==> config.mk <==
export PLATFORM = sky130hd
export DESIGN_NAME = fbeb_param
export DESIGN_NICKNAME = d
export VERILOG_FILES = /design/src/rtl/fbeb_param.sv
export SDC_FILE = /design/constraint.sdc
export NUM_CORES = 1
export LEC_CHECK = 0
export ABC_AREA = 1
export CELL_PAD_IN_SITES_DETAIL_PLACEMENT = 0
export CELL_PAD_IN_SITES_GLOBAL_PLACEMENT = 2
export CORE_MARGIN = 2
export CORE_UTILIZATION = 36
export DETAILED_ROUTE_END_ITERATION = 7
export PLACE_DENSITY_LB_ADDON = 0.08
export SYNTH_ARGS = -nofsm -noshare
export SYNTH_HDL_FRONTEND = slang
export SYNTH_SLANG_ARGS = --single-unit
==> constraint.sdc <==
create_clock -name clk -period 7.55 [get_ports clk]
set_clock_uncertainty 0.1 [all_clocks]
set_input_delay 0.755 -clock clk [delete_from_list [all_inputs] [get_ports clk]]
set_output_delay 0.755 -clock clk [all_outputs]
set_load 0.05 [all_outputs]
==> src/rtl/fbeb_param.sv <==
// Parametrised full-bandwidth elastic buffer: DEPTH single-entry slots addressed
// round-robin by head/tail pointers, with registered occupancy, almost-full and flush.
module fbeb_param #(
    parameter int DATA_WIDTH   = 8,
    parameter int DEPTH        = 5,
    parameter int AFULL_THRESH = DEPTH - 1,
    parameter int PTR_W        = $clog2(DEPTH),
    parameter int CNT_W        = $clog2(DEPTH + 1)
) (
    input  logic                  clk,
    input  logic                  rst_n,
    input  logic                  flush,
    input  logic                  up_vld,
    output logic                  up_rdy,
    input  logic [DATA_WIDTH-1:0] up_data,
    output logic                  dn_vld,
    input  logic                  dn_rdy,
    output logic [DATA_WIDTH-1:0] dn_data,
    output logic [CNT_W-1:0]      count,
    output logic                  almost_full
);

    localparam logic [PTR_W-1:0] LAST_PTR = PTR_W'(DEPTH - 1);

    logic [DEPTH-1:0]      slot_vld;
    logic [DATA_WIDTH-1:0] slot_data [DEPTH];
    logic [PTR_W-1:0]      head;
    logic [PTR_W-1:0]      tail;
    logic                  push;
    logic                  pop;
    logic [CNT_W-1:0]      count_nxt;

    // Readiness comes only from slot flops and flush, so dn_rdy never reaches up_rdy.
    assign up_rdy    = ~slot_vld[tail] & ~flush;
    assign dn_vld    = slot_vld[head] & ~flush;
    assign dn_data   = slot_data[head];
    assign push      = up_vld & up_rdy;
    assign pop       = dn_vld & dn_rdy;
    assign count_nxt = count + CNT_W'(push) - CNT_W'(pop);

    always_ff @(posedge clk or negedge rst_n) begin
        if (!rst_n) begin
            slot_vld    <= '0;
            head        <= '0;
            tail        <= '0;
            count       <= '0;
            almost_full <= 1'b0;
            for (int unsigned i = 0; i < DEPTH; i++) begin
                slot_data[i] <= '0;
            end
        end else if (flush) begin
            slot_vld    <= '0;
            head        <= '0;
            tail        <= '0;
            count       <= '0;
            almost_full <= 1'b0;
        end else begin
            // push and pop can never target the same slot: one needs it empty, the other full.
            if (push) begin
                slot_vld[tail]  <= 1'b1;
                slot_data[tail] <= up_data;
                tail            <= (tail == LAST_PTR) ? '0 : tail + 1'b1;
            end
            if (pop) begin
                slot_vld[head] <= 1'b0;
                head           <= (head == LAST_PTR) ? '0 : head + 1'b1;
            end
            count       <= count_nxt;
            almost_full <= (count_nxt >= CNT_W'(AFULL_THRESH));
        end
    end

    a_head_range: assert property (@(posedge clk) disable iff (!rst_n) 32'(head) < DEPTH);
    a_tail_range: assert property (@(posedge clk) disable iff (!rst_n) 32'(tail) < DEPTH);
    a_cnt_range:  assert property (@(posedge clk) disable iff (!rst_n) 32'(count) <= DEPTH);
    a_no_under:   assert property (@(posedge clk) disable iff (!rst_n) !(pop && count == '0));
    a_no_over:    assert property (@(posedge clk) disable iff (!rst_n)
                                   !(push && !pop && 32'(count) == DEPTH));

endmodule

==> results_dict.tcl <==
set metrics [dict create \
    htreeDepth 2 \
    maxSlewHeadroom_pct 31.33 \
    postLayoutSetupSlackWorst_ns 3.451 \
    path_max_fanout 33 \
    layout_common_cells "nand2_1, dfrtp_1, o21ai_1, nor2_1, clkdlybuf4s50_1" \
    drv_slew 0 \
    tns_ns 0 \
    firstDrtPassIters 4 \
    die_w_microns 92.55 \
    vias 2423 \
    grt_max_degree 55 \
    cts.sinks 54 \
    crit_arrival_ns 3.24 \
    endpoint_kind "primary output" \
    core_region_area_sq_mm 0.007647 \
    drt_iter0_markers 130 \
    clk_latency_ns 0.32 \
    rsz0062_at_grt "false" \
    syn-instance-count 360 \
    synthArstFlopShare_pct 100.0 \
    ys_warn_count 0 \
    nets 399 \
    die_y_microns 92.55 \
    fmax_mhz 244.0 \
    crit_top_cell "nand2_1" \
    synth_edf_count 0 \
    numPortBuffers 26 \
    diodes 0 \
    fillers 808 \
    setup_viol 0 \
    ant_nets 0 \
    areaGrowthSynthToFinish_pct 14.32 \
    cts_setup_buffers 0 \
    hold_viol 0 \
    initial_core_util_pct 36.91 \
    grt_remaining_overflow 0 \
    multi_input_area_sq_mm 0.001286 \
    cts_resized 0 \
    period_minus_slack_ns 4.099 \
    crit_type "reg2out" \
    hpwl_microns 4789 \
    track_usage_pct 18.70 \
    finalCoreUtilization_pct 42.20 \
    via_per_inst 5.027 \
    status "complete, no violations" \
    synth_seq_area_share_pct 47.87 \
    cp_cell_sequence "inv_2 > nand2_1 > nor2_2 > nand2_1 > nand3_1 > nand2_1 > inv_1 > clkdlybuf4s50_1" \
    routed_wl_microns 7435 \
    place.gp.congestion 0.7687 \
    antenna_found_initial 0 \
    layout_commonest_cell "nand2_1" \
    cts_tree "built" \
    cts-root-buf "clkbuf_8" \
    critPathSlowestCell "clkdlybuf4s50_1" \
    p_per_area_mw_per_mm2 292.1 \
    path_delay_family "buffers and inverters" \
    wl_per_cell_microns 15.43 \
    fin_crit_sh_pct 54.29 \
    required_ns 6.69 \
    ir_drop_mv 0.1370 \
    cts_buffer_depth 2 \
    die-area_sq_mm 0.008566 \
    syn_avg_cell_area_sq_um 7.841 \
    synthDistinctLibCells 23 \
    pin_count 27 \
    grt_pass1_vias 2352 \
    drive_gt1_share_pct 6.316 \
    fin_total_pwr_mw 0.9426 \
    synth_seq_cells 54 \
    drc_errors 0 \
    worst_setup_path_start_kind "flip-flop" \
    clkTransAtPathRegs_ns 0.11 \
    row_count 32 \
    numCtsBuffers 5 \
    hold_buffers 0 \
    syn_nets 380 \
    worst_slew_pin_slew_ns 1.030 \
    synth-main-ff-cell "dfrtp_1" \
    cp_num_buf_inv 3 \
    hp-class "reg2reg" \
    ff_latch_area_sq_mm 0.001351 \
    cap_violations 0 \
    crit_path_max_incr_delay_ns 0.80 \
    syn_area_sq_mm 0.002823 \
    grt_pass1_wl_microns 12430 \
    p_leak_nw 1.548 \
    place_ws_ns 3.601 \
]
==> Yosys cell counts, types with 3 or more instances <==
cell / count / share of area, %
nor2_2: 8 / 1.8
o21ai_1: 42 / 7.4
nor3_1: 3 / 0.53
o21ai_0: 9 / 1.6
buf_4: 5 / 1.3
inv_1: 23 / 3.1
o211ai_1: 9 / 2.4
nand4_1: 8 / 1.8
nand2_1: 115 / 15
buf_2: 4 / 0.71
nand3_1: 22 / 3.9
nor2_1: 30 / 4.0
dfrtp_1: 54 / 48
inv_2: 4 / 0.53
o221ai_1: 4 / 1.2
ha_1: 6 / 2.7
xnor2_1: 3 / 0.93
clkbuf_1: 6 / 0.80
==> per-stage QoR <==
step | instance area [sq um] | hold slack, ns | std cells
global placement | 3133 | 0.3582 | 474
CTS | 3227 | 0.3892 | 482
floorplan | 2823 | 0.3451 | 360
global route | 3227 | 0.4141 | 482
finish | 3227 | 0.3898 | 482
detailed placement | 3133 | 0.3631 | 474
==> report_power, final <==
group | switching, mW | internal (mW)
Combinational | 0.231 | 0.117
Clock | 0.108 | 0.0674
Sequential | 0.0448 | 0.374
==> cell type report <==
type	instances	area share, %
clock inverter	3	0.7755
tap	102	3.955
clock buffer	5	2.133
sequential	54	41.88
inverter	28	3.257
multi-input combinational	263	39.86
timing repair buffer	27	8.143
==> kinds of logic after synthesis <==
group | synth area share, %
AOI/OAI and AO/OA | 12.68
DFF | 47.87
xor gates and xnor gates | 1.241
adders and majority gates | 3.369
and+or+nand+nor | 28.28
buffers and inverters | 6.560
==> metal layers <==
| layer | vias up | share of wire, % | global-route usage (%) |
|---|---|---|---|
| met5 | - | 0 | 0 |
| met4 | 0 | 0.66 | 3.731 |
| met3 | 4 | 3.6 | 3.417 |
| met2 | 53 | 45 | 29.62 |
| met1 | 1151 | 50 | 26.90 |
| li1 | 1215 | - | - |
==> state kept, by name, indices dropped and copies added (netlist names) <==
register	cells
count	2
head	3
almost_full	1
tail	3
slot_data	40
slot_vld	5
==> worst min-delay path, cell delays in order (launching register included) <==
cell and delay, ns:
dfrtp_1 0.35, o21ai_1 0.06, nand2_1 0.05
==> path summary, 6_finish.rpt <==
path / start / endpoint / slack [ns] / cells past startpoint
setup reg to reg: head[0]$_DFFE_PN0P_ / almost_full$_DFF_PN0_ / 4.02 / 14
hold / removal: slot_data[2]$_DFFE_PN0P_ / slot_data[2]$_DFFE_PN0P_ / 0.39 / 2
min in group asynchronous: rst_n / almost_full$_DFF_PN0_ / 0.47 / 2
max in group asynchronous: rst_n / slot_data[1]$_DFFE_PN0P_ / 6.41 / 2
setup / recovery: head[0]$_DFFE_PN0P_ / dn_vld / 3.45 / 8
hold reg to reg: slot_data[2]$_DFFE_PN0P_ / slot_data[2]$_DFFE_PN0P_ / 0.39 / 2
No activity file was read; power rests on OpenSTA's default activity.
